===== src/rtl/cmd_bank_pkg.sv =====
// ---------------------------------------------------------------------------
// cmd_bank_pkg
// Shared types for the command bank scheduler.
//   cmd_t   : one command entry at the default command width
//   state_t : scheduler FSM states (IDLE, ISSUE)
//   src_t   : which requester owns the active bank (SRC_A, SRC_B)
//   min_int : small helper used to clamp bank lengths to the slot count
// ---------------------------------------------------------------------------
package cmd_bank_pkg;

  localparam int CMD_W_DEFAULT = 2;

  typedef logic [CMD_W_DEFAULT-1:0] cmd_t;

  typedef enum logic {
    IDLE  = 1'b0,
    ISSUE = 1'b1
  } state_t;

  typedef enum logic {
    SRC_A = 1'b0,
    SRC_B = 1'b1
  } src_t;

  function automatic int min_int(input int a, input int b);
    return (a < b) ? a : b;
  endfunction

endpackage


===== src/rtl/cmd_bank_sched_if.sv =====
// ---------------------------------------------------------------------------
// cmd_bank_sched_if
// Bundles the two requester bank handshakes and the issued-command stream.
//   a_valid/a_ready/a_bank/a_len : requester A bank offer
//   b_valid/b_ready/b_bank/b_len : requester B bank offer
//   out_valid/out_ready          : issued command handshake
//   out_cmd/out_idx/out_src      : command, its slot index and its source
//   busy                         : scheduler is issuing a bank
// Modports: master = requesters + consumer side, slave = scheduler side.
// ---------------------------------------------------------------------------
interface cmd_bank_sched_if #(
  parameter int DEPTH = 9,
  parameter int CMD_W = 2,
  parameter int LEN_W = $clog2(DEPTH + 1)
);

  logic             a_valid;
  logic             a_ready;
  logic [CMD_W-1:0] a_bank [DEPTH-1:0];
  logic [LEN_W-1:0] a_len;

  logic             b_valid;
  logic             b_ready;
  logic [CMD_W-1:0] b_bank [DEPTH-1:0];
  logic [LEN_W-1:0] b_len;

  logic             out_valid;
  logic             out_ready;
  logic [CMD_W-1:0] out_cmd;
  logic [LEN_W-1:0] out_idx;
  logic             out_src;
  logic             busy;

  modport master (
    output a_valid, a_bank, a_len,
    output b_valid, b_bank, b_len,
    output out_ready,
    input  a_ready, b_ready,
    input  out_valid, out_cmd, out_idx, out_src, busy
  );

  modport slave (
    input  a_valid, a_bank, a_len,
    input  b_valid, b_bank, b_len,
    input  out_ready,
    output a_ready, b_ready,
    output out_valid, out_cmd, out_idx, out_src, busy
  );

endinterface


===== src/rtl/cmd_bank_sched_rr_arb2.sv =====
// ---------------------------------------------------------------------------
// rr_arb2
// Two-requester arbiter for the bank scheduler.
//   clk, rst_n : clock, asynchronous active-low reset
//   req[1:0]   : request vector, bit 0 = A, bit 1 = B
//   update     : a grant was taken this cycle; remember who won
//   gnt[1:0]   : one-hot grant (or zero when nobody requests)
// Default build: round-robin, A favoured first after reset.
// With CMD_BANK_SCHED_PRIO_A_EN defined: fixed priority, A always wins and
// no grant history is kept.
// ---------------------------------------------------------------------------
module rr_arb2
  import cmd_bank_pkg::*;
(
  input  logic       clk,
  input  logic       rst_n,
  input  logic [1:0] req,
  input  logic       update,
  output logic [1:0] gnt
);

`ifdef CMD_BANK_SCHED_PRIO_A_EN

  assign gnt = req[0] ? 2'b01 : {req[1], 1'b0};

  // Clock, reset and update have no job in the fixed-priority policy.
  logic unused_ok;
  assign unused_ok = &{1'b0, clk, rst_n, update};

`else

  src_t last_grant_reg;

  // Reset to B so that A wins the very first contention.
  always_ff @(posedge clk or negedge rst_n) begin
    if (!rst_n) begin
      last_grant_reg <= SRC_B;
    end else if (update) begin
      last_grant_reg <= gnt[1] ? SRC_B : SRC_A;
    end
  end

  always_comb begin
    gnt = req;
    if (req == 2'b11) begin
      gnt = (last_grant_reg == SRC_B) ? 2'b01 : 2'b10;
    end
  end

`endif

endmodule


===== src/rtl/cmd_bank_sched.sv =====
// ---------------------------------------------------------------------------
// cmd_bank_sched
// Accepts whole command banks from two requesters and issues the valid
// entries of the accepted bank one per out_valid/out_ready handshake.
//   clk   : clock, all state on the rising edge
//   rst_n : asynchronous active-low reset
//   bus   : cmd_bank_sched_if.slave (bank offers, issued command stream)
// Parameters: DEPTH slots per bank, CMD_W bits per command, LEN_W bits for
// lengths and indices.
// Build option: CMD_BANK_SCHED_PRIO_A_EN selects fixed A-over-B priority
// instead of round-robin arbitration (see rr_arb2).
// ---------------------------------------------------------------------------
module cmd_bank_sched
  import cmd_bank_pkg::*;
#(
  parameter int DEPTH = 9,
  parameter int CMD_W = 2,
  parameter int LEN_W = $clog2(DEPTH + 1)
) (
  input  logic clk,
  input  logic rst_n,
  cmd_bank_sched_if.slave bus
);

  state_t           state_reg, state_next;
  logic [LEN_W-1:0] idx_reg, idx_next;
  logic [LEN_W-1:0] len_reg, len_next;
  src_t             src_reg, src_next;
  logic [CMD_W-1:0] active_reg [DEPTH-1:0];

  logic [1:0]       req;
  logic [1:0]       gnt;
  logic             idle;
  logic             issue;
  logic             hs_a;
  logic             hs_b;
  logic             hs;
  logic [LEN_W-1:0] sel_len;

  assign idle  = (state_reg == IDLE);
  assign issue = (state_reg == ISSUE);
  assign req   = {bus.b_valid, bus.a_valid};

  rr_arb2 u_arb (
    .clk    (clk),
    .rst_n  (rst_n),
    .req    (req),
    .update (hs),
    .gnt    (gnt)
  );

  // Ready is only offered from IDLE, so the active bank can never be
  // overwritten mid-issue. rst_n gates it so nothing is accepted in reset.
  assign bus.a_ready = rst_n && idle && gnt[0];
  assign bus.b_ready = rst_n && idle && gnt[1];

  assign hs_a = bus.a_valid && bus.a_ready;
  assign hs_b = bus.b_valid && bus.b_ready;
  assign hs   = hs_a || hs_b;

  assign sel_len = hs_b ? bus.b_len : bus.a_len;

  always_comb begin
    state_next = state_reg;
    idx_next   = idx_reg;
    len_next   = len_reg;
    src_next   = src_reg;
    unique case (state_reg)
      IDLE: begin
        if (hs) begin
          src_next = hs_b ? SRC_B : SRC_A;
          // Lengths above the slot count are clamped to a full bank.
          len_next = LEN_W'(min_int(int'(sel_len), DEPTH));
          idx_next = '0;
          // An empty bank is still a grant but has nothing to issue.
          if (len_next != '0) begin
            state_next = ISSUE;
          end
        end
      end
      ISSUE: begin
        if (bus.out_ready) begin
          if (idx_reg == len_reg - 1'b1) begin
            state_next = IDLE;
          end else begin
            idx_next = idx_reg + 1'b1;
          end
        end
      end
      default: state_next = IDLE;
    endcase
  end

  always_ff @(posedge clk or negedge rst_n) begin
    if (!rst_n) begin
      state_reg  <= IDLE;
      idx_reg    <= '0;
      len_reg    <= '0;
      src_reg    <= SRC_A;
      active_reg <= '{default: '0};
    end else begin
      state_reg <= state_next;
      idx_reg   <= idx_next;
      len_reg   <= len_next;
      src_reg   <= src_next;
      // Snapshot the whole bank so later input changes cannot leak in.
      if (hs_b) begin
        active_reg <= bus.b_bank;
      end else if (hs_a) begin
        active_reg <= bus.a_bank;
      end
    end
  end

  // Outputs are forced to zero outside ISSUE, which also covers reset.
  assign bus.busy      = issue;
  assign bus.out_valid = issue;
  assign bus.out_cmd   = issue ? active_reg[idx_reg] : '0;
  assign bus.out_idx   = issue ? idx_reg : '0;
  assign bus.out_src   = issue && (src_reg == SRC_B);

endmodule


===== src/flat_wrapper.sv =====
// flat-port wrapper written by rule: the top's interface ports become plain ports
module cmd_bank_sched_flat import cmd_bank_pkg::*;
#(
  parameter int DEPTH = 9,
  parameter int CMD_W = 2,
  parameter int LEN_W = $clog2(DEPTH + 1)
)
  (clk, rst_n, bus_a_valid, bus_a_bank, bus_a_len, bus_b_valid, bus_b_bank, bus_b_len, bus_out_ready, bus_a_ready, bus_b_ready, bus_out_valid, bus_out_cmd, bus_out_idx, bus_out_src, bus_busy);
  cmd_bank_sched_if #(.DEPTH(DEPTH), .CMD_W(CMD_W), .LEN_W(LEN_W)) bus_i ();
  input  logic clk;
  input  logic rst_n;
  input wire logic [$bits(bus_i.a_valid)-1:0] bus_a_valid;
  input wire logic [$bits(bus_i.a_bank)-1:0] bus_a_bank;
  input wire logic [$bits(bus_i.a_len)-1:0] bus_a_len;
  input wire logic [$bits(bus_i.b_valid)-1:0] bus_b_valid;
  input wire logic [$bits(bus_i.b_bank)-1:0] bus_b_bank;
  input wire logic [$bits(bus_i.b_len)-1:0] bus_b_len;
  input wire logic [$bits(bus_i.out_ready)-1:0] bus_out_ready;
  output wire logic [$bits(bus_i.a_ready)-1:0] bus_a_ready;
  output wire logic [$bits(bus_i.b_ready)-1:0] bus_b_ready;
  output wire logic [$bits(bus_i.out_valid)-1:0] bus_out_valid;
  output wire logic [$bits(bus_i.out_cmd)-1:0] bus_out_cmd;
  output wire logic [$bits(bus_i.out_idx)-1:0] bus_out_idx;
  output wire logic [$bits(bus_i.out_src)-1:0] bus_out_src;
  output wire logic [$bits(bus_i.busy)-1:0] bus_busy;
  assign bus_i.a_valid = bus_a_valid;
  assign bus_i.a_bank = {>>{bus_a_bank}};
  assign bus_i.a_len = bus_a_len;
  assign bus_i.b_valid = bus_b_valid;
  assign bus_i.b_bank = {>>{bus_b_bank}};
  assign bus_i.b_len = bus_b_len;
  assign bus_i.out_ready = bus_out_ready;
  assign bus_a_ready = bus_i.a_ready;
  assign bus_b_ready = bus_i.b_ready;
  assign bus_out_valid = bus_i.out_valid;
  assign bus_out_cmd = bus_i.out_cmd;
  assign bus_out_idx = bus_i.out_idx;
  assign bus_out_src = bus_i.out_src;
  assign bus_busy = bus_i.busy;
  cmd_bank_sched #(.DEPTH(DEPTH), .CMD_W(CMD_W), .LEN_W(LEN_W)) u_core (.clk(clk), .rst_n(rst_n), .bus(bus_i));
endmodule

===== config.mk =====
export PLATFORM = sky130hd
export DESIGN_NAME = cmd_bank_sched_flat
export DESIGN_NICKNAME = d
export VERILOG_FILES = /design/src/rtl/cmd_bank_pkg.sv /design/src/rtl/cmd_bank_sched_if.sv /design/src/rtl/cmd_bank_sched_rr_arb2.sv /design/src/rtl/cmd_bank_sched.sv /design/src/flat_wrapper.sv
export SDC_FILE = /design/constraint.sdc
export NUM_CORES = 1
export LEC_CHECK = 0
export BUFFER_PORTS_ARGS = -buffer_cell sky130_fd_sc_hd__buf_2
export CORE_ASPECT_RATIO = 0.9
export CORE_UTILIZATION = 45
export CTS_CLUSTER_DIAMETER = 100
export DETAILED_ROUTE_END_ITERATION = 6
export PLACE_DENSITY_LB_ADDON = 0.25
export SLEW_MARGIN = 20
export SYNTH_ARGS = -nofsm -noshare
export SYNTH_HDL_FRONTEND = slang
export SYNTH_SLANG_ARGS = --single-unit

===== constraint.sdc =====
create_clock -name clk -period 2.8 [get_ports clk]
set_input_delay 0.42 -clock clk [delete_from_list [all_inputs] [get_ports clk]]
set_output_delay 0.42 -clock clk [all_outputs]
set_load 0.02 [all_outputs]

==> results_dict.tcl, run 1 <==
set metrics [dict create \
    outcome "finished, violations left" \
    failed_checks "design-rule violations" \
    clock-sinks 29 \
    dp_cells 268 \
    fill_cells 318 \
    crit_type "reg2out" \
    coreArea_um2 3700 \
    min_period_over_period 0.824 \
    finClkSkew_ns 0.00440 \
    gp_congestion 0.756 \
    clock_path_buffers 2 \
    max_freq_ghz 0.433 \
    path_max_fanout 11 \
    setup_violations 0 \
    vias 1395 \
    grt_pass1_wl_um 5420 \
    worst_slack_ns 0.493 \
    instances_no_fill 276 \
    syn_to_final_growth_pct 25.0 \
    die_w_um 67.6 \
    ios 60 \
    yosysSeqAreaShare 0.417 \
    final_cell_mix "buf_2, nand2_1, dfrtp_1" \
    max_cap_viol_count 0 \
    crit_chain "mux4_1 > mux2i_1 > o21ai_0 > buf_2" \
    viasPerCell 5.05 \
    tritoncts "done" \
    synth.avg_cell_area_um2 10.2 \
    dieHeight_um 61.1 \
    hold_viol_final 0 \
    place_ws_ns 0.784 \
    ys_ff_latch 29 \
    dieArea_um2 4130 \
    h-tree-depth 2 \
    wl_per_cell_um 12.5 \
    worst_pin_slew_ns 0.642 \
    place_area_um2 2060 \
    syn_inst 171 \
    syn_area_um2 1740 \
    cts_setup_buffers 0 \
    dr.first_iter.drc_count 90 \
    cts_hold_buf 0 \
    drc_errors 2 \
    setup.worst_path.start_class "flip-flop" \
    num_rows 21 \
    start_util 0.471 \
    diodes 0 \
    rsz0062_at_grt "false" \
    crit_required_ns 2.38 \
    final_design_area_no_fill_um2 2180 \
    maxSlewViolCount 0 \
    cts_resized 0 \
    clk_latency_ns 0.29 \
    first_pass_iters 6 \
    slowest_delay_ns 0.61 \
    synth_edf_count 0 \
    max_slew_margin 0.572 \
    finalSetupTns_ns 0 \
    gr-usage-all-layers 0.187 \
    grt-ovfl-total 0 \
    cts_root_buf "clkbuf_8" \
    peakVddDrop_mv 0.379 \
    antenna_found_initial 0 \
    cts_buffers 5 \
    grt_pass1_vias 1200 \
    yosysWarnings 0 \
    cp.arrival_ns 1.89 \
    antenna_left 0 \
    async_reset_ff_frac 1.00 \
    synth_ff_type "dfrtp_1" \
    p_total_mw 2.15 \
    dp_hpwl_um 2590 \
    worst_setup_path_end_kind "primary output" \
    cpMaxStageDelayCell "mux4_1" \
    largest_register_ffs 18 \
    io_buffers 59 \
    layout_commonest_cell "buf_2" \
    synth_cell_types 39 \
    power_density_nw_per_um2 988 \
    power_leakage_nw 1.18 \
    grt_max_degree 33 \
    ff2ff_path_depth 7 \
    hold_path.class "in2async" \
    layout_min_cycle_time_ns 2.31 \
    finalWirelength_um 3440 \
    clk_pin_slew_ns 0.06 \
    final_layout_size_suffix_gt1_frac 0.357 \
    final_nets 280 \
    synth_nets 222 \
]
cell families after synthesis:
logic type,share of synthesized area
and+or+nand+nor,0.143
AOI/OAI and AO/OA,0.125
muxes,0.217
DFF,0.417
buffers and inverters,0.0538
xor gates and xnor gates,0.0294
adders and majority gates,0.0143
area by class of cell:
cell class | instances | area, µm² | area share
multi-input combinational | 124 | 927 | 0.425
sequential | 29 | 727 | 0.334
timing repair buffer | 63 | 325 | 0.149
clock buffer | 6 | 82.6 | 0.0379
tap | 46 | 57.6 | 0.0264
clock inverter | 2 | 37.5 | 0.0172
inverter | 6 | 22.5 | 0.0103
per-stage QoR:
step,util,hold slack (ns)
2_1_floorplan,-,0.124
3_3_place_gp,0.556,0.455
3_5_place_dp,0.556,0.460
4_1_cts,0.588,0.148
5_1_grt,0.588,0.165
6_report,0.588,0.142
final timing paths:
check	to	slack (ns)	from
worst max-delay path	bus_out_cmd[1]	0.49	u_core.idx_reg[0]
worst min-delay path	u_core.len_reg[2]	0.14	rst_n
worst max register to register	u_core.idx_reg[0]	0.78	u_core.len_reg[0]
worst min register to register	u_core.active_reg[14]	0.47	u_core.active_reg[14]
max in group asynchronous	u_core.u_arb.last_grant_reg	2.35	rst_n
min in group clk	u_core.active_reg[3]	0.41	bus_b_bank[3]
report_power, final:
| part | switching (mW) | internal, mW | leakage, nW | total (mW) |
|---|---|---|---|---|
| registers | 0.171 | 0.616 | 0.358 | 0.787 |
| clock network | 0.163 | 0.289 | 0.0574 | 0.452 |
| logic | 0.474 | 0.442 | 0.765 | 0.915 |
routing by layer:
| layer | wire (µm) | vias to the layer above | global-route usage |
|---|---|---|---|
| met5 | 0 | - | 0 |
| met4 | 75 | 0 | 0.109 |
| met3 | 142 | 7 | 0.0500 |
| met2 | 1580 | 35 | 0.289 |
| met1 | 1640 | 626 | 0.239 |
| li1 | - | 727 | - |
synthesized netlist by cell type (all sizes together), types with 3 or more instances:
| master | instances | share of area |
|---|---|---|
| inv | 5 | 0.011 |
| o21ai | 25 | 0.072 |
| clkbuf | 3 | 0.0065 |
| dfrtp | 28 | 0.40 |
| nand2 | 30 | 0.065 |
| nor4 | 3 | 0.014 |
| o31ai | 3 | 0.013 |
| xnor2 | 3 | 0.019 |
| mux2 | 3 | 0.019 |
| mux2i | 24 | 0.14 |
| and2 | 6 | 0.023 |
| mux4 | 4 | 0.060 |
| buf | 9 | 0.034 |
worst max-delay path: cells and delay by family (launching register included):
family,cells,cell delay [ns]
buf+inv,1,0.17
mux,2,0.75
compound gates,1,0.10
flops,1,0.58
No activity file was read; power rests on OpenSTA's default activity.
==> run 2, diff against run 1 <==
- clock period: 2.8 -> 2.09 ns (I/O delays scaled with it)
==> run 2 against run 1 <==
Against the previous run:
- the flow now finishes without violations
- hold slack got worse by 0.099 ns
- wire length rose by 7.4%
- non-clock buffer count rose by 9
- design area rose by 3.2%
- sequential power rose by 31%
- sequential share of layout area fell by 0.97 points
- utilization rose by 1.9 points
- clock skew rose by 0.0016 ns
- flip-flop and latch count did not move
- largest cell class unchanged
==> results_dict.tcl, run 2 (synthesis results as in run 1) <==
set metrics [dict create \
    outcome "finished clean" \
    syn_to_final_growth_pct 28.9 \
    hold_path.class "in2async" \
    layout_commonest_cell "buf_2" \
    cts_root_buf "clkbuf_8" \
    h-tree-depth 2 \
    die_w_um 67.6 \
    swShare 0.374 \
    holdWs_ns 0.0434 \
    final_layout_size_suffix_gt1_frac 0.381 \
    finalWirelength_um 3690 \
    fill_cells 315 \
    max_freq_ghz 0.495 \
    viasPerCell 5.14 \
    vias 1466 \
    gr-usage-all-layers 0.189 \
    wl_met2_um 1690 \
    io_buffers 59 \
    finalSetupTns_ns 0 \
    finClkSkew_ns 0.00600 \
    power_switching_mw 1.12 \
    crit_type "reg2out" \
    grt-ovfl-total 0 \
    grt_pass1_wl_um 5490 \
    cts_buffers 5 \
    final_cell_mix "buf_2, nand2_1, dfrtp_1" \
    grt_max_degree 33 \
    clk_pin_slew_ns 0.06 \
    gp_congestion 0.796 \
    instances_no_fill 285 \
    cp.arrival_ns 1.71 \
    setup_violations 0 \
    worst_slack_ns 0.0686 \
    clk_latency_ns 0.29 \
    worst_setup_path_end_kind "primary output" \
    coreArea_um2 3700 \
    hold_viol_final 0 \
    internal_power_mw 1.88 \
    r2r_end "u_core.idx_reg[0]" \
    dr.first_iter.drc_count 108 \
    regToRegSetupSlack_ns 0.11 \
    clock_path_buffers 2 \
    reg2reg_from "u_core.len_reg[0]" \
    dp_hpwl_um 2670 \
    tritoncts "done" \
    maxSlewViolCount 0 \
    dieArea_um2 4130 \
    seq_area_um2 728 \
    rsz0062_at_grt "true" \
    grt_pass1_vias 1173 \
    largest_register_ffs 18 \
    peakVddDrop_mv 0.517 \
    worst_pin_slew_ns 0.730 \
    max_slew_margin 0.513 \
    path_max_fanout 9 \
    ff2ff_path_depth 7 \
    utilization 0.607 \
    top_layer "met4" \
    place_ws_ns 0.0882 \
    pwr-share-comb 0.469 \
    ios 60 \
    drc_errors 0 \
    met1Wirelength_um 1760 \
    antenna_found_initial 0 \
    power_density_nw_per_um2 1340 \
    antenna_left 0 \
    num_rows 21 \
    final_nets 289 \
    p_seq_frac 0.342 \
    crit_required_ns 1.78 \
    dieHeight_um 61.1 \
    cp-startpoint "u_core.idx_reg[0]" \
    dp_cells 270 \
    min_period_over_period 0.967 \
    max_cap_viol_count 0 \
    diodes 0 \
    dr_wl_met3_um 196 \
    layout_min_cycle_time_ns 2.02 \
    multi_input_area_um2 927 \
    start_util 0.471 \
    wl_per_cell_um 13.0 \
    clock-sinks 29 \
    power_leakage_nw 1.23 \
    pwr-share-clk 0.190 \
    setup.worst_path.start_class "flip-flop" \
    first_pass_iters 4 \
]
==> run 2: changes by cell type in the layout (fill, tap and decap cells not counted) <==
cell,previous run,this run
buf_4,4,12
buf_12,0,1
clkbuf_1,0,1
clkbuf_8,6,5
clkinv_2,0,1
clkinvlp_4,1,0
dfrtp_1,28,27
dfrtp_2,0,1
==> run 2: metal layers <==
layer  vias to the layer above  track usage
met4                         0       0.0638
met5                         -            0
met1                       676        0.264
met2                        39        0.267
met3                         6       0.0722
li1                        745            -
==> run 2: layout make-up <==
cell class,instances,share of cell area
inverter,6,0.0100
tap,46,0.0256
timing repair buffer,72,0.180
clock inverter,2,0.0156
sequential,29,0.324
clock buffer,6,0.0323
multi-input combinational,124,0.412
==> run 2: how the worst max path moves through the flow <==
stage / endpoint / slack (ns)
floorplan: u_core.idx_reg[0] / 0.20
global placement: u_core.idx_reg[0] / 0.15
detailed placement: u_core.idx_reg[0] / 0.09
CTS: bus_out_cmd[0] / 0.03
global route: bus_out_cmd[1] / -0.03
finish: bus_out_cmd[0] / 0.07
==> run 2: what timing repair did <==
item / CTS / global route
resized for setup: 1 / 0
pin swaps: 0 / 1
hold buffers: 0 / 0
endpoints found under the setup margin: 2 / 3
gates cloned: 0 / 0
setup buffers: 0 / 7
==> run 2: stage by stage <==
step                      total power, mW  area, µm²
after floorplan                      2.00       1740
after global placement               2.30       2090
after detailed placement             2.34       2090
after CTS                            2.91       2200
after global routing                 3.21       2250
final                                3.00       2250
==> run 2: worst max-delay path, stage by stage (launching register included) <==
cell	delay (ns)
dfrtp_2	0.47
mux4_1	0.58
mux2i_1	0.13
o21ai_0	0.08
buf_2	0.16
==> run 2: power by group through the flow <==
stage | registers, mW | logic [mW] | clock network [mW]
final | 1.03 | 1.41 | 0.569
after global routing | 1.06 | 1.55 | 0.599
after CTS | 1.03 | 1.31 | 0.577
after detailed placement | 1.04 | 1.30 | 0
after global placement | 1.03 | 1.27 | 0
after floorplan | 0.956 | 1.05 | 0
==> run 3, diff against run 2 <==
- CELL_PAD_IN_SITES_DETAIL_PLACEMENT: not set -> 1
- CELL_PAD_IN_SITES_GLOBAL_PLACEMENT: not set -> 1
- CORE_MARGIN: not set -> 1
- CORE_UTILIZATION: 45 -> 34
==> run 3 against run 2 <==
Against the previous run:
- combinational power down 7%
- total power fell by 2.1%
- flip-flop and latch count did not move
- hold slack worse by 0.0014 ns
- critical path depth stayed put
- clock-buffer cell count unchanged
- fmax is 0.92% higher
- wire length grew 8.9%
- global-route usage shrank 2.2 points
- clock skew is 0.0010 ns lower
- first-iteration DRC count fell by 63%
==> results_dict.tcl, run 3 (synthesis results as in run 1) <==
set metrics [dict create \
    clock-sinks 29 \
    wl_met2_um 1850 \
    finalWirelength_um 4020 \
    path_max_fanout 5 \
    dr_wl_met3_um 188 \
    grt_max_degree 33 \
    fill_cells 599 \
    hold_viol_final 0 \
    top_layer "met4" \
    worst_setup_path_end_kind "primary output" \
    drc_errors 0 \
    max_slew_margin 0.515 \
    cp.arrival_ns 1.69 \
    antenna_found_initial 0 \
    setup.worst_path.start_class "flip-flop" \
    layout_commonest_cell "buf_2" \
    peakVddDrop_mv 0.459 \
    cpLargestDelayFamily "multiplexers" \
    tritoncts "done" \
    gp_congestion 0.739 \
    hold_path.class "in2async" \
    wl_per_cell_um 13.5 \
    grt_pass1_wl_um 6940 \
    p_total_mw 2.94 \
    vias 1457 \
    final_cell_mix "buf_2, nand2_1, dfrtp_1" \
    seq_area_um2 728 \
    dp_hpwl_um 3060 \
    slowest_delay_ns 0.57 \
    start_util 0.356 \
    place_area_um2 2100 \
    coreArea_um2 4890 \
    rsz0062_at_grt "true" \
    cts_buffers 5 \
    crit_type "reg2out" \
    worst_pin_slew_ns 0.727 \
    largest_register_ffs 18 \
    grt-ovfl-total 0 \
    cp_num_buf_inv 1 \
    num_rows 24 \
    dieHeight_um 69.9 \
    clk_pin_slew_ns 0.06 \
    dieArea_um2 5420 \
    multi_input_area_um2 936 \
    worst_slack_ns 0.0870 \
    viasPerCell 4.91 \
    clk_latency_ns 0.29 \
    layout_min_cycle_time_ns 2.00 \
    setup_violations 0 \
    finClkSkew_ns 0.00500 \
    maxSlewViolCount 0 \
    crit_required_ns 1.78 \
    dp_cells 288 \
    crit_chain "mux4_1 > mux2i_1 > o21ai_0 > buf_2" \
    antenna_left 0 \
    dr.first_iter.drc_count 40 \
    die_w_um 77.5 \
    grt_pass1_vias 1525 \
    min_period_over_period 0.958 \
    power_density_nw_per_um2 1320 \
    met1Wirelength_um 1880 \
    final_design_area_no_fill_um2 2230 \
    instances_no_fill 297 \
    final_layout_size_suffix_gt1_frac 0.371 \
    max_freq_ghz 0.499 \
    cts_hold_buf 0 \
    clock_path_buffers 2 \
    syn_to_final_growth_pct 27.8 \
    cts_root_buf "clkbuf_8" \
    first_pass_iters 4 \
    max_cap_viol_count 0 \
    cpMaxStageDelayCell "mux4_1" \
    h-tree-depth 2 \
    gr-usage-all-layers 0.167 \
    utilization 0.455 \
    diodes 0 \
    final_nets 282 \
    power_leakage_nw 1.19 \
    place_ws_ns 0.150 \
    io_buffers 59 \
    ios 60 \
    outcome "finished clean" \
]
-- run 3: cell count changes in the layout (fill, tap and decap cells not counted), sizes merged --
cell	change
buf	-7
-- run 3: path summary, 6_finish.rpt --
kind	startpoint	end	slack [ns]	depth (start not counted)
min in group clk	bus_b_bank[13]	u_core.active_reg[13]	0.31	3
max in group asynchronous	rst_n	u_core.u_arb.last_grant_reg	1.73	2
worst min-delay path	rst_n	u_core.bus.busy	0.04	2
worst max register to register	u_core.len_reg[0]	u_core.idx_reg[0]	0.10	7
worst min register to register	u_core.active_reg[12]	u_core.active_reg[12]	0.48	2
worst max-delay path	u_core.idx_reg[0]	bus_out_cmd[0]	0.09	4
-- run 3: routing by layer --
layer / vias up / global-route usage
met1: 675 / 0.203
met2: 45 / 0.272
li1: 727 / -
met4: 0 / 0.0860
met3: 10 / 0.0418
met5: - / 0
-- run 3: report_power, final --
group / leakage, nW / internal [mW] / switching [mW]
Combinational: 0.782 / 0.631 / 0.679
Clock: 0.0552 / 0.353 / 0.222
Sequential: 0.356 / 0.827 / 0.226
Total: 1.19 / 1.81 / 1.13
-- run 3: layout make-up --
cell class                      instances  share of cell area
Sequential cell                        29               0.327
Timing Repair Buffer                   65               0.158
Inverter                                6              0.0101
Clock inverter                          2              0.0157
Tap cell                               65              0.0365
Multi-Input combinational cell        124               0.420
Clock buffer                            6              0.0326
-- run 3: timing repair --
item | CTS | global route
gates cloned | 0 | 0
gates resized for setup | 1 | 2
setup endpoints to repair | 2 | 3
buffers inserted | 1 | 0
-- run 3: metrics by stage --
stage / hold WS [ns] / setup TNS [ns]
global route: 0.0832 / -0.0182
detailed placement: 0.363 / 0
global placement: 0.358 / 0
finish: 0.0419 / 0
CTS: 0.0511 / 0
floorplan: 0.0179 / 0
